==> config.mk <==
export PLATFORM = sky130hd
export DESIGN_NAME = vend_credit_fsm
export DESIGN_NICKNAME = d
export VERILOG_FILES = /design/src/rtl/vend_credit_fsm.sv
export SDC_FILE = /design/constraint.sdc
export NUM_CORES = 1
export LEC_CHECK = 0
export CAP_MARGIN = 20
export CORE_MARGIN = 1
export CORE_UTILIZATION = 56
export CTS_CLUSTER_DIAMETER = 200
export DETAILED_ROUTE_END_ITERATION = 8
export PLACE_DENSITY_LB_ADDON = 0.25
export SYNTH_ARGS = -nofsm -noshare
export SYNTH_HDL_FRONTEND = slang
export SYNTH_SLANG_ARGS = --single-unit
==> constraint.sdc <==
create_clock -name clk -period 2.7 [get_ports clk]
set_input_delay 0.54 -clock clk [delete_from_list [all_inputs] [get_ports clk]]
set_output_delay 0.54 -clock clk [all_outputs]
set_load 0.02 [all_outputs]
==> src/rtl/vend_credit_fsm.sv <==
// Coin-credit controller for the vending machine: accumulates coins, sells one
// product, refunds change unit by unit and drives the dispense lamp latch.
module vend_credit_fsm #(
  parameter int CREDIT_W    = 8,
  parameter int PRICE       = 30,
  parameter int MAX_CREDIT  = 95,
  parameter int CHANGE_UNIT = 5,
  parameter int DISP_HOLD   = 4
) (
  input  logic                clk,
  input  logic                rst,
  input  logic                coin_5,
  input  logic                coin_10,
  input  logic                coin_25,
  input  logic                select,
  input  logic                cancel,
  output logic [CREDIT_W-1:0] credit,
  output logic                coin_reject,
  output logic                lamp_set,
  output logic                lamp_reset,
  output logic                change_pulse,
  output logic                busy
);

  // state    | meaning
  // CLEAR    | post-reset, forces the lamp latch low
  // IDLE     | no credit, accepting coins
  // CREDIT   | credit > 0, accepting coins, select and cancel
  // DISPENSE | product out, held DISP_HOLD cycles
  // CHANGE   | refunding one CHANGE_UNIT every other cycle
  // DONE     | lamp_reset pulse, back to IDLE
  typedef enum logic [2:0] {
    CLEAR, IDLE, CREDIT, DISPENSE, CHANGE, DONE
  } state_t;

  localparam int HOLD_W = (DISP_HOLD > 1) ? $clog2(DISP_HOLD) : 1;

  state_t              state_q, state_d;
  logic [CREDIT_W-1:0] credit_q, credit_d;
  logic [HOLD_W-1:0]   hold_q, hold_d;
  logic                phase_q, phase_d;
  logic                coin_reject_q, coin_reject_d;
  logic                lamp_set_q, lamp_set_d;
  logic                lamp_reset_q, lamp_reset_d;
  logic                change_pulse_q, change_pulse_d;
  logic                busy_q, busy_d;

  logic                coin_any;
  logic                coin_one;
  logic [CREDIT_W-1:0] coin_val;
  logic [CREDIT_W:0]   coin_sum;

  always_comb begin
    coin_val = '0;
    coin_one = 1'b0;
    case ({coin_25, coin_10, coin_5})
      3'b001:  begin coin_val = CREDIT_W'(5);  coin_one = 1'b1; end
      3'b010:  begin coin_val = CREDIT_W'(10); coin_one = 1'b1; end
      3'b100:  begin coin_val = CREDIT_W'(25); coin_one = 1'b1; end
      default: begin coin_val = '0;            coin_one = 1'b0; end
    endcase
    coin_any = coin_5 | coin_10 | coin_25;
    coin_sum = {1'b0, credit_q} + {1'b0, coin_val};
  end

  always_comb begin
    state_d        = state_q;
    credit_d       = credit_q;
    hold_d         = hold_q;
    phase_d        = phase_q;
    coin_reject_d  = 1'b0;
    lamp_set_d     = 1'b0;
    lamp_reset_d   = 1'b0;
    change_pulse_d = 1'b0;

    case (state_q)
      CLEAR: begin
        lamp_reset_d  = 1'b1;
        state_d       = IDLE;
        coin_reject_d = coin_any;
      end
      IDLE, CREDIT: begin
        if (state_q == CREDIT && cancel) begin
          state_d       = CHANGE;
          phase_d       = 1'b0;
          coin_reject_d = coin_any;
        end else if (state_q == CREDIT && select && credit_q >= CREDIT_W'(PRICE)) begin
          state_d       = DISPENSE;
          lamp_set_d    = 1'b1;
          credit_d      = credit_q - CREDIT_W'(PRICE);
          hold_d        = HOLD_W'(DISP_HOLD - 1);
          coin_reject_d = coin_any;
        end else if (coin_any) begin
          if (coin_one && coin_sum <= (CREDIT_W+1)'(MAX_CREDIT)) begin
            credit_d = coin_sum[CREDIT_W-1:0];
            state_d  = CREDIT;
          end else begin
            coin_reject_d = 1'b1;
          end
        end
      end
      DISPENSE: begin
        coin_reject_d = coin_any;
        if (hold_q == '0) begin
          state_d = CHANGE;
          phase_d = 1'b0;
        end else begin
          hold_d = hold_q - 1'b1;
        end
      end
      CHANGE: begin
        coin_reject_d = coin_any;
        // phase 1 is the mandatory low cycle between change pulses
        if (phase_q) begin
          phase_d = 1'b0;
        end else if (credit_q >= CREDIT_W'(CHANGE_UNIT)) begin
          change_pulse_d = 1'b1;
          credit_d       = credit_q - CREDIT_W'(CHANGE_UNIT);
          phase_d        = 1'b1;
        end else begin
          credit_d     = '0;
          lamp_reset_d = 1'b1;
          state_d      = DONE;
        end
      end
      DONE: begin
        coin_reject_d = coin_any;
        state_d       = IDLE;
      end
      default: begin
        state_d  = CLEAR;
        credit_d = '0;
      end
    endcase

    busy_d = (state_d == DISPENSE) || (state_d == CHANGE) ||
             (state_d == DONE)     || (state_d == CLEAR);
  end

  always_ff @(posedge clk or posedge rst) begin
    if (rst) begin
      state_q        <= CLEAR;
      credit_q       <= '0;
      hold_q         <= '0;
      phase_q        <= 1'b0;
      coin_reject_q  <= 1'b0;
      lamp_set_q     <= 1'b0;
      lamp_reset_q   <= 1'b0;
      change_pulse_q <= 1'b0;
      busy_q         <= 1'b0;
    end else begin
      state_q        <= state_d;
      credit_q       <= credit_d;
      hold_q         <= hold_d;
      phase_q        <= phase_d;
      coin_reject_q  <= coin_reject_d;
      lamp_set_q     <= lamp_set_d;
      lamp_reset_q   <= lamp_reset_d;
      change_pulse_q <= change_pulse_d;
      busy_q         <= busy_d;
    end
  end

  assign credit       = credit_q;
  assign coin_reject  = coin_reject_q;
  assign lamp_set     = lamp_set_q;
  assign lamp_reset   = lamp_reset_q;
  assign change_pulse = change_pulse_q;
  assign busy         = busy_q;

endmodule
# --- After elaboration in Yosys (flattened, before gate mapping) ---
# Cells that the tools add are included.
totals:
  reg_bits: 19
  output_inout_bits: 13
  word_cells: 96
  in_bits: 7
op_classes:
  addsub: 4
  n_eq_ne: 19
  bitwise_logic: 3
  muxes: 38
  n_lt_le_gt_ge: 3
  reduce_logical: 20
op_table:
  columns: ["cell", "count"]
  rows:
  - ["8-bit two-way mux", 6]
  - ["8-bit case mux with 3 select lines", 1]
  - ["3-bit two-way mux", 7]
  - ["3-bit == test (second input constant)", 5]
  - ["1-bit two-way mux", 15]
  - ["5-bit case mux with 3 select lines", 1]
  - ["3-bit by 2-bit == test with 1-bit output (second input constant)", 4]
  - ["2-bit != test (second input constant)", 6]
  - ["3-bit case mux with 4 select lines", 1]
  - ["8-bit by 8-bit adder with 9-bit output", 1]
  - ["9-bit by 7-bit less-or-equal comparator with 1-bit output (second input constant)", 1]
  - ["8-bit by 3-bit >= comparator with 1-bit output (second input constant)", 1]
  - ["8-bit by 5-bit >= comparator with 1-bit output (second input constant)", 1]
  - ["8-bit by 3-bit subtractor with 8-bit output (second input constant)", 1]
  - ["8-bit by 5-bit subtractor with 8-bit output (second input constant)", 1]
  - ["3-bit by 1-bit == test with 1-bit output (second input constant)", 2]
  - ["3-bit zero test", 2]
  - ["2-bit two-way mux", 3]
  - ["3-bit != test (second input constant)", 2]
  - ["3-bit OR reduction", 2]
  - ["5-bit AND reduction", 1]
  - ["1-bit logical AND", 4]
  - ["1-bit case mux with 2 select lines", 2]
  - ["2-bit case mux with 2 select lines", 1]
  - ["other kinds (12)", 16]

# --- Depth between registers and ports, before layout ---
# Gate-level depths: netlist (run 1).
depth:
  depth_word: 14
  ltp_mapped: 14
  mapped_depth_nobuf: 13

# --- Worst setup path before layout (run 1) ---
# Ideal clock, no wire load.
synth_timing:
  path_type: "input-to-reg"
  start: "in coin_10"
  end: "reg credit_q[0], in the netlist credit[0]"
  setup_ns: 0.138
  n_path_buf: 1
  setup_slack_ns: -0.240
  stages: 13
  t_arrival_ns: 2.802
  cell_sequence: "nand2b_1 > o21ai_0 > ha_1 > inv_1 > fa_1 > nor2b_4 > o211ai_1 > nor3b_1 > a2111oi_4 > a41oi_2 > buf_6 > o21ai_2 > o31ai_2"
synth_via:
  elab_chain_cells: 8
  elab_cells_between_ends: 19
  cone_classes: "1 x add/sub; 1 x order compare; 5 x eq/ne; 7 x mux; 2 x bitwise; 3 x reduce/logical"
synth_rtl:
  columns: ["element", "line_no", "rtl"]
  rows:
  - ["from (decl)", "13", "input logic coin_10,"]
  - ["parallel branches: the longest is 8 deep, another holds 8-bit by 8-bit adder with 9-bit output", null, null]
  - ["to (signal assigned)", "153", "credit_q <= credit_d;"]
  - ["to (decl)", "39", "logic [CREDIT_W-1:0] credit_q, credit_d;"]
# Parallel ways; which one is timed is not known. The select of a mux whose other input is x is not followed.
# A chain may end at the register's enable or synchronous reset.

# --- Worst setup path after layout (run 1) ---
layout_timing:
  start: "in coin_5"
  end: "reg credit_q[7], in the netlist credit[7]"
layout_via:
  elab_chain_cells: 8
  elab_cells_between_ends: 19
  cone_classes: "1 x add/sub; 1 x order compare; 5 x eq/ne; 7 x mux; 2 x bitwise; 3 x reduce/logical"
layout_rtl:
  columns: ["element", "line_no", "rtl"]
  rows:
  - ["from (decl)", "12", "input logic coin_5,"]
  - ["parallel branches: the longest is 8 deep, another holds 8-bit by 8-bit adder with 9-bit output", null, null]
# Parallel ways; which one is timed is not known. The select of a mux whose other input is x is not followed.

==> results of run 1 <==
[per-stage QoR]
| stage | utilization, % | worst slack, ns |
|---|---|---|
| after floorplan | - | -0.0629 |
| after global placement | 73.4 | -0.728 |
| after detailed placement | 73.4 | -0.867 |
| after CTS | 77.6 | -0.109 |
| after global routing | 81.2 | -0.307 |
| final | 81.2 | -0.221 |
[report_power, final]
group | switching, W | internal (W) | total [W]
Combinational | 0.00114 | 0.000903 | 0.00204
Clock | 0.000111 | 0.0000569 | 0.000168
Sequential | 0.000116 | 0.000388 | 0.000503
Total | 0.00136 | 0.00135 | 0.00271
[registers in the layout, indices dropped and copies added, names as in the netlist]
register / count
busy: 1
change_pulse: 1
coin_reject: 1
credit: 8
hold_q: 2
lamp_reset: 1
lamp_set: 1
phase_q: 1
state_q: 3
[cell type report]
cell class | count | area (um^2) | share of cell area [%]
inverter | 12 | 45.0 | 1.94
multi-input combinational | 162 | 1290 | 55.6
clock buffer | 3 | 22.5 | 0.972
sequential | 19 | 475 | 20.5
tap | 31 | 38.8 | 1.67
timing repair buffer | 51 | 439 | 19.0
clock inverter | 1 | 7.51 | 0.324
[worst reg2reg max path, delay by kind of cell (launching register included)]
kind / cells / cell delay, ns
flops: 1 / 0.40
compound gates: 3 / 0.71
buf+inv: 3 / 0.50
mux: 1 / 0.22
simple gates: 3 / 0.31
fa+ha+maj: 1 / 0.45
[logic make-up (layout without fill, tap and decap cells)]
family,Yosys count,in the layout
mux,8,8
simple gates,72,72
fa+ha+maj,12,12
xor+xnor,6,6
compound gates,64,64
flops,19,19
buf+inv,23,67
[routing by layer]
metal	global-route usage (%)	up-vias	wire length, um
li1	-	822	-
met1	42.6	899	2110
met2	52.7	194	2640
met3	4.46	54	700
met4	16.7	0	434
met5	0	-	0
[layout by cell type (no fill, tap or decap), types with 3 or more instances in the layout]
cell type / n
xor2_1: 3
ha_1: 8
xnor2_1: 3
nand3_1: 3
a21o_1: 5
dfrtp_1: 19
inv_1: 10
o21ai_1: 3
buf_4: 30
nand4_1: 3
clkdlybuf4s50_1: 16
nor2b_1: 3
nor3_1: 4
nand2_1: 19
buf_6: 3
mux2i_1: 7
nor2_1: 16
a21oi_1: 10
o21ai_2: 3
o21ai_0: 11
clkbuf_4: 3
nand2b_1: 5
nand2b_4: 3
[timing repair]
action	CTS	global route
setup endpoints to repair	12	12
gates resized for setup	26	15
pin swaps	14	16
buffers inserted	5	5
[worst max-delay path by stage]
stage,endpoint,cells after the start
after floorplan,busy,12
after detailed placement,credit[5],15
final,credit[7],16
after global routing,credit[7],16
after global placement,busy,12
after CTS,credit[7],14
==> impl_metrics.env, run 1 <==
export IMPL_outcome="complete, but fails checks"
export IMPL_violations="design-rule violations, negative setup slack"
export IMPL_n_antenna_cell=0
export IMPL_r2r_start="credit[1]"
export IMPL_synth_top_family_by_area="compound AO/OA/AOI/OAI gates"
export IMPL_die_w_um=57.8
export IMPL_finalCritPeriodShare_pct=108
export IMPL_synth_most_common_cell="nand2_1"
export IMPL_grt_usage_pct=32.6
export IMPL_wire_per_inst_um=21.1
export IMPL_dpl_hpwl_um=3670
export IMPL_syn_inst=204
export IMPL_drcViolationCount=1
export IMPL_critPathBufInv=4
export IMPL_drtAntennaViolNets=0
export IMPL_yosysTopAreaCell="dfrtp_1"
export IMPL_syn_area_mm2=0.00175
export IMPL_async_reset_ff_share_pct=100
export IMPL_overflow=0
export IMPL_avgSynthCellArea_um2=8.56
export IMPL_dominantRegCellSynth="dfrtp_1"
export IMPL_grt_pass1_vias=1740
export IMPL_numCtsBuffers=3
export IMPL_worst_pin_slew_ns=0.791
export IMPL_syn_to_final_growth_pct=32.7
export IMPL_muxShareOfSynthArea_pct=4.59
export IMPL_synth_common_cells="nand2_1 (21), dfrtp_1 (19), nor2_1 (17)"
export IMPL_rows=19
export IMPL_setup_tns_ns=-1.20
export IMPL_core_area_mm2=0.00285
export IMPL_setup_ws_ns=-0.221
export IMPL_synth_cell_types=55
export IMPL_min_from="hold_q[0]"
export IMPL_rsz0062_at_grt="true"
export IMPL_peakVddDrop_v=0.000706
export IMPL_cts_clk_slew_worst_paths_ns=0.13
export IMPL_critPathCaptureType="flop"
export IMPL_vias_per_cell=7.06
export IMPL_power_density_mw_per_mm2=1170
export IMPL_synth_fa_ha_area_share_pct=9.03
export IMPL_first_iter_violations=200
export IMPL_worstSetupStartpointType="input pin"
export IMPL_synth_xor_area_share_pct=3.01
export IMPL_fmax_mhz=342
export IMPL_io_pins=20
export IMPL_r2r_slack_ns=0.01
export IMPL_synth_compound_area_share_pct=28.6
export IMPL_criticalPathCategory="in -> reg"
export IMPL_clock_path_buffers=2
export IMPL_via_count=1969
export IMPL_h_tree_depth=1
export IMPL_ys_seq_area_share_pct=27.2
export IMPL_initial_core_util_pct=61.2
export IMPL_synth_top_area_share_pct=27.2
export IMPL_slew_headroom_pct=47.2
export IMPL_die_h_um=57.8
export IMPL_cp_max_fo=5
export IMPL_grt_pass1_wl_um=8290
export IMPL_finalClockSkew_ns=0.00357
export IMPL_port_buffers=19
export IMPL_hold_path_class="reg -> reg"
export IMPL_drive_above_1_share_pct=30.2
export IMPL_cpLargestDelayFamily="compound AO/OA/AOI/OAI gates"
export IMPL_finalWirelength_um=5890
export IMPL_first_pass_iters=9
export IMPL_cts_tree="built"
export IMPL_timing_hold_ws_ns=0.526
export IMPL_final_cell_area_mm2=0.00232
export IMPL_dpl_cell_count=265
export IMPL_finalSetupViolCount=10
export IMPL_dpl_instance_area_mm2=0.00209
export IMPL_synth_nets=223
export IMPL_hold_buffers=0
export IMPL_cp_cell_sequence="buf_4, nor2_4, nand2_2, o21ai_2, ha_2, inv_2, fa_2, nor2b_4, o211ai_1, buf_4, a211oi_4, nand2_2, a41oi_4, buf_6, mux2i_2, nand2_1"
export IMPL_whs_endpoint="hold_q[0]"
export IMPL_stdcell_count=279
export IMPL_gp_congestion=0.924
export IMPL_crit_path_top_delay_cell="fa_2"
export IMPL_layout_min_cycle_time_ns=2.92
export IMPL_synthSimpleGateAreaFrac_pct=20.9
export IMPL_crit_required_ns=2.93
export IMPL_crit_path_start="coin_5"
export IMPL_cts_sinks=19
export IMPL_reg2reg_depth=11
export IMPL_arrival_ns=3.15
export IMPL_max_stage_delay_ns=0.36
export IMPL_nets=268
export IMPL_slew_viol_final=0
export IMPL_yosys_top_cells_area="dfrtp_1 (27%), ha_1 (7.9%), mux2i_1 (4.6%)"
export IMPL_cap_violations=0
export IMPL_hold_path_depth=1
export IMPL_grt_max_degree=20
export IMPL_power_w=0.00271
export IMPL_synth_edf_count=0
export IMPL_root_buffer="clkbuf_4"
export IMPL_total_leakage_power_nw=1.04
export IMPL_finalHoldViolations=0
export IMPL_yosysWarnings=0
export IMPL_r2r_end="credit[7]"
export IMPL_clock_latency_ns=0.33
export IMPL_ys_seq_elements=19
export IMPL_antenna_found_initial=0
export IMPL_dieArea_mm2=0.00334
export IMPL_fillerInstances=170
(Power assumes the default switching activity.)
==> run 2, diff against run 1 <==
CORE_UTILIZATION = 29   (was 56)
HOLD_SLACK_MARGIN = 0.08   (was not set)
RECOVER_POWER = 100   (was not set)
==> run 2 against run 1 <==
  * The run ends with negative setup slack left
  * Global-route usage fell by 16 points
  * First-iteration DRC count fell by 27%
  * Combinational power fell by 11%
  * Count of clock-buffer cells in the layout rose by 1
  * Cell count rose by 16%
  * Critical path type unchanged
  * Largest power group unchanged
==> impl_metrics.env, run 2 (synthesis gave the netlist of run 1 again) <==
export IMPL_vias_per_cell=5.11
export IMPL_root_buffer="clkbuf_8"
export IMPL_arrival_ns=3.00
export IMPL_reg2reg_depth=11
export IMPL_first_pass_iters=4
export IMPL_gp_congestion=0.850
export IMPL_initial_core_util_pct=30.9
export IMPL_dieArea_mm2=0.00633
export IMPL_violations="negative setup slack"
export IMPL_io_pins=20
export IMPL_criticalPathCategory="in -> reg"
export IMPL_numCtsBuffers=3
export IMPL_multi_input_area_mm2=0.00120
export IMPL_layout_common_cells="buf_4 (32), nand2_1 (20), dfrtp_1 (19)"
export IMPL_drcViolationCount=0
export IMPL_cts_sinks=19
export IMPL_cts_tree="built"
export IMPL_cts_clk_slew_worst_paths_ns=0.07
export IMPL_cp_max_fo=5
export IMPL_core_area_mm2=0.00564
export IMPL_hold_path_class="reg -> reg"
export IMPL_hold_buffers=0
export IMPL_finalSetupViolCount=10
export IMPL_critPathCaptureType="flop"
export IMPL_min_from="phase_q"
export IMPL_r2r_slack_ns=0.12
export IMPL_setup_ws_ns=-0.150
export IMPL_fillerInstances=583
export IMPL_via_count=1651
export IMPL_worst_pin_slew_ns=0.764
export IMPL_h_tree_depth=1
export IMPL_n_antenna_cell=0
export IMPL_finalCritPeriodShare_pct=106
export IMPL_total_leakage_power_nw=1.06
export IMPL_r2r_start="credit[0]"
export IMPL_syn_to_final_growth_pct=33.0
export IMPL_antenna_found_initial=0
export IMPL_largest_reg_flops=8
export IMPL_layout_min_cycle_time_ns=2.85
export IMPL_clock_latency_ns=0.26
export IMPL_power_density_mw_per_mm2=1080
export IMPL_setup_tns_ns=-0.923
export IMPL_dpl_hpwl_um=3680
export IMPL_wire_per_inst_um=14.8
export IMPL_r2r_end="credit[3]"
export IMPL_slew_viol_final=0
export IMPL_grt_pass1_vias=1568
export IMPL_cap_violations=0
export IMPL_stdcell_count=323
export IMPL_die_h_um=79.6
export IMPL_drive_above_1_share_pct=26.7
export IMPL_hold_path_depth=1
export IMPL_worstSetupStartpointType="input pin"
export IMPL_outcome="complete, but fails checks"
export IMPL_regArea_um2=475
export IMPL_fmax_mhz=351
export IMPL_grt_pass1_wl_um=7880
export IMPL_clock_path_buffers=2
export IMPL_grt_usage_pct=16.2
export IMPL_layout_commonest_cell="buf_4"
export IMPL_timing_hold_ws_ns=0.525
export IMPL_grt_max_degree=20
export IMPL_overflow=0
export IMPL_rows=27
export IMPL_dpl_cell_count=312
export IMPL_whs_endpoint="change_pulse"
export IMPL_nets=271
export IMPL_peakVddDrop_v=0.000455
export IMPL_port_buffers=19
export IMPL_power_w=0.00251
export IMPL_slew_headroom_pct=49.0
export IMPL_finalHoldViolations=0
export IMPL_drtAntennaViolNets=0
export IMPL_crit_required_ns=2.85
export IMPL_first_iter_violations=146
export IMPL_rsz0062_at_grt="true"
export IMPL_post_route_util_pct=41.2
export IMPL_finalClockSkew_ns=0.00252
export IMPL_finalWirelength_um=4770
export IMPL_die_w_um=79.6
## run 2: report_power, final
group	switching, W	internal, W	leakage [nW]
clock network	0.0000974	0.000105	0.0228
registers	0.000100	0.000389	0.226
logic	0.000974	0.000841	0.816
## run 2: worst max-delay path by stage
stage | to | slack (ns) | from
2_1_floorplan | busy | -0.06 | coin_10
3_3_place_gp | busy | -0.77 | coin_5
3_5_place_dp | busy | -0.81 | coin_5
4_1_cts | credit[5] | -0.17 | coin_10
5_1_grt | busy | -0.28 | coin_10
6_report | credit[5] | -0.15 | coin_10
## run 2: critical path, stage by stage
cell	delay, ns
buf_6	0.10
nand2b_4	0.14
o21ai_2	0.13
ha_2	0.19
inv_2	0.04
fa_2	0.38
nor2b_4	0.13
o211ai_1	0.13
nor3b_2	0.20
a2111oi_4	0.37
a41oi_2	0.20
buf_6	0.18
a211oi_2	0.22
a21oi_2	0.05
## run 2: routing by layer
| metal | GRT usage, % | share of wire [%] |
|---|---|---|
| met1 | 22.3 | 47 |
| met2 | 26.4 | 47 |
| met3 | 2.63 | 4.3 |
| met5 | 0 | 0 |
| met4 | 3.45 | 1.3 |
## run 2: repair_timing
item                       CTS  global route
setup endpoints to repair   12            12
pin swaps                   10             5
hold endpoints to repair     0             0
resized for setup           22             3
setup buffers                6             1
## run 2: metrics by stage
stage | worst slack [ns] | cell area (um^2)
final | -0.150 | 2320
after global routing | -0.278 | 2320
after CTS | -0.166 | 2320
after detailed placement | -0.807 | 2190
after global placement | -0.775 | 2190
after floorplan | -0.0629 | 1770
## run 2: cell type report
class / count / share of cell area [%]
clock buffer: 4 / 1.94
inverter: 12 / 1.94
multi-input combinational: 162 / 51.9
sequential: 19 / 20.5
tap: 72 / 3.88
timing repair buffer: 54 / 19.9
==> edit 1: new RTL, settings of run 1 <==
The 6 states of `state_t` get a one-hot encoding in 6 bits.
--- a/src/rtl/vend_credit_fsm.sv
+++ b/src/rtl/vend_credit_fsm.sv
@@ -29,8 +29,8 @@
   // DISPENSE | product out, held DISP_HOLD cycles
   // CHANGE   | refunding one CHANGE_UNIT every other cycle
   // DONE     | lamp_reset pulse, back to IDLE
-  typedef enum logic [2:0] {
-    CLEAR, IDLE, CREDIT, DISPENSE, CHANGE, DONE
+  typedef enum logic [5:0] {
+    CLEAR = 6'b000001, IDLE = 6'b000010, CREDIT = 6'b000100, DISPENSE = 6'b001000, CHANGE = 6'b010000, DONE = 6'b100000
   } state_t;
 
   localparam int HOLD_W = (DISP_HOLD > 1) ? $clog2(DISP_HOLD) : 1;
Function: same outputs for any inputs over 10 cycles, from zero or initial values and one cycle with rst high; not proved beyond that.
==> edit 1 against run 1 <==
  * Power down 11%
  * Non-clock buffer count up 2
  * Cell area up 8.1%
  * Cell count up 13%
  * Setup slack better by 0.26 ns
  * Sequential cell count up 3
  * Wire length down 14%
  * Synthesized cell count up 8.3%
  * Area after synthesis up 12%
  * Clock skew up 0.010 ns
  * Critical endpoint is now credit[1]
  * Highest routed layer unchanged
==> edit 1: results (changes against run 1) <==
| Metric | Value |
|---|---|
| Multi-In Gates | 180 (+11%) |
| Non-clk buf share | 0.176 (-0.0137) |
| Nets | 288 (+7.5%) |
| Dpl cells | 308 (+16%) |
| Avg Cell Area, Syn | 8.84 um^2 (+3.3%) |
| Static Leak | 1.17 nW (+13%) |
| PD cells | 964 nW/um^2 (-18%) |
| Top delay family on crit path | simple AND/OR/NAND/NOR gates |
| WL final | 5.06 mm (-14%) |
| Setup slack, reg-to-reg | 0.17 ns (+0.16 ns) |
| Vias in the first global route | 1687 (-3.0%) |
| Non-clk bufs | 53 (+3.9%) |
| Sequential share of the synthesized area | 0.283 (+0.0101) |
| Pre-CTS setup slack | -0.766 ns (+0.101 ns) |
| Max Fclk | 376 MHz (+10%) |
| Worst-Margin Slew | 0.825 ns (+0.0344 ns) |
| RR Startpoint | credit[2] |
| Drt wl/cell | 16.1 um (-24%) |
| Non-CTS inverters | 9 (-3) |
| Gr usage total | 0.287 (-0.0385) |
| First-pass GRT wire length | 7.73 mm (-6.7%) |
| Clock network area share | 0.0210 (+0.00802) |
| CP startpoint | coin_25 |
| CP arrival | 2.88 ns (-0.27 ns) |
| Post-Synth XOR/XNOR Area | 0.0448 (+0.0147) |
| CP max stage delay | 0.49 ns (+0.13 ns) |
| Clk power | 0.259 mW (+54%) |
| Status | finished, final reports clean |
| Slowest CP cell | or4b_4 |
| Net Count, Synth | 240 (+7.6%) |
| Sw Share | 0.446 (-0.0571) |
| Count of different cell masters after synthesis | 73 (+33%) |
| Hpwl dp | 3.77 mm (+2.8%) |
| Post-synth top cells | 24 x nor2_1, 21 x dfrtp_1, 13 x nand2_1, 11 x ha_1 |
## edit 1: cell count changes in the layout (fill, tap and decap cells not counted), moves of 4 or more
cell / run 1 / this run
and3_1: 1 / 5
inv_1: 10 / 6
mux2i_1: 7 / 3
nand2_1: 19 / 12
nand3_1: 3 / 8
nor2_1: 16 / 22
nor3_1: 4 / 9
o21ai_0: 11 / 7
xor2_1: 3 / 8
## edit 1: per-stage QoR
step                hold slack [ns]  instance area, um^2  TNS [ns]
finish                        0.537                 2500         0
global route                  0.577                 2500   -0.0119
CTS                           0.543                 2460         0
detailed placement            0.511                 2400     -7.45
global placement              0.503                 2400     -6.79
floorplan                     0.485                 1990  -0.00683
## edit 1: routing by layer
layer / track usage / routed length, um / vias up / share of wire
met4: 0.143 / 132 / 0 / 0.026
met1: 0.346 / 2180 / 877 / 0.43
met5: 0 / 0 / - / 0
met3: 0.0567 / 205 / 13 / 0.041
li1: - / - / 915 / -
met2: 0.488 / 2540 / 61 / 0.50
==> edit 2: new RTL, flow settings as in run 1 <==
Made on the original files. The parameter `DISP_HOLD` goes from 4 to 8.
--- a/src/rtl/vend_credit_fsm.sv
+++ b/src/rtl/vend_credit_fsm.sv
@@ -5,7 +5,7 @@
   parameter int PRICE       = 30,
   parameter int MAX_CREDIT  = 95,
   parameter int CHANGE_UNIT = 5,
-  parameter int DISP_HOLD   = 4
+  parameter int DISP_HOLD   = 8
 ) (
   input  logic                clk,
   input  logic                rst,
Check against the original RTL: not equivalent (a bounded check fails within 10 cycles, from zero or initial values and one cycle with rst high).
==> edit 2 against run 1 <==
  * The flow finishes with violations (setup timing)
  * Wire length shrank 13%
  * Setup slack improved by 0.19 ns
  * Clock power rose by 53%
  * Core utilization down 0.49 points
  * Die area rose by 3.9%
  * Cell area is 6.4% higher
  * Sequential cell count increased by 1
  * Non-clock buffer count fell by 1
  * Power is 1.1% lower
  * Area after synthesis increased by 4.0%
==> edit 2: results (changes against run 1) <==
| Metric | Value |
|---|---|
| Max reg flops | 8 (unchanged) |
| First-pass GRT wire length | 8.22 mm (-0.92%) |
| CP max stage delay | 0.48 ns (+0.12 ns) |
| Reg-to-Reg End | credit[5] |
| Nets | 262 (-2.2%) |
| Slew HR | 0.480 (+0.00769) |
| Setup slack, reg-to-reg | 0.12 ns (+0.11 ns) |
| Post-synth top cells | 20 x dfrtp_1, 14 x nor2_1, 12 x ha_1, 12 x inv_1, 10 x nand2_1 |
| Worst reg2reg path depth | 10 (-1) |
| Sw Share | 0.466 (-0.0374) |
| Seq. pwr | 0.595 mW (+18%) |
| Count of different cell masters after synthesis | 62 (+13%) |
| Setup WS post-layout | -0.0281 ns (+0.193 ns) |
| Static Leak | 1.09 nW (+5.5%) |
| Smallest hold slack | 0.462 ns (-0.0643 ns) |
| Vias per inst | 6.43 (-8.9%) |
| Clk power | 0.257 mW (+53%) |
| Slowest CP cell | a2111oi_4 |
| Max VDD drop | 0.693 mV (-1.9%) |
| Final setup fails | 3 (-7) |
| Violated checks | setup timing |
| Vias in the first global route | 1764 (+1.4%) |
| Status | complete, but fails checks |
| Sequential share of the synthesized area | 0.276 (+0.00327) |
| First-pass detailed-route iteration total | 5 (-4) |
| Gr usage total | 0.314 (-0.0117) |
| DRT iter0 DRCs | 131 (-35%) |
| Fin Clk Skew | 0.00974 ns (+0.00617 ns) |
| Placed Instance Area | 2240 um^2 (+6.9%) |
| RR Startpoint | credit[0] |
| Layout cells sized above 1 | 0.299 (-0.00366) |
| Final ANT Viol Nets | 0 (unchanged) |
| Setup TNS | -0.0540 ns (+1.15 ns) |
| Routability cong. | 0.917 (-0.70%) |
| Synth area leaders | dfrtp_1 28%, ha_1 8.3%, a21o_1 3.3%, nor2_1 2.9%, a21oi_1 2.5% |
| Net Count, Synth | 218 (-2.2%) |
| Clock root cell | clkbuf_4 |
| Maximum number of pins on one net before global-route repair | 21 (+5.0%) |
| Crit Path Max Fanout | 6 (+1) |
| Htree depth | 1 (unchanged) |
| # resized after CTS | 25 (-3.8%) |
| Switching power | 1.25 mW (-8.4%) |
| WL final | 5.14 mm (-13%) |
| Hpwl dp | 3.66 mm (-0.23%) |
| Post CTS Setup Buffer Count | 2 (-3) |
| CP arrival | 2.96 ns (-0.19 ns) |
edit 2: cell type report:
cell class                 count  area (um^2)
sequential                    20          500
multi-input combinational    155         1370
inverter                      12         47.5
fill                         190          589
tap                           44         55.1
clock inverter                 1         30.0
clock buffer                   3         22.5
timing repair buffer          50          437
edit 2: metrics by stage:
stage               instances  setup WS, ns
detailed placement        278        -0.806
CTS                       284       0.00957
floorplan                 198       -0.0833
global placement          278        -0.733
finish                    285       -0.0281
global route              285        -0.117
edit 2: cells by family after synthesis:
logic type / synth area share
buffers and inverters: 0.0675
AND/OR/NAND/NOR: 0.193
adder cells (fa/ha/maj): 0.0937
AO/OA/AOI/OAI: 0.305
multiplexers: 0.0407
XOR/XNOR: 0.0241
flip-flops: 0.276
edit 2: metal layers:
layer  track usage  wire [um]  share of wire
met5             0          0              0
met4         0.109        159          0.031
met3        0.0352        341          0.066
met2         0.524       2470           0.48
met1         0.420       2170           0.42
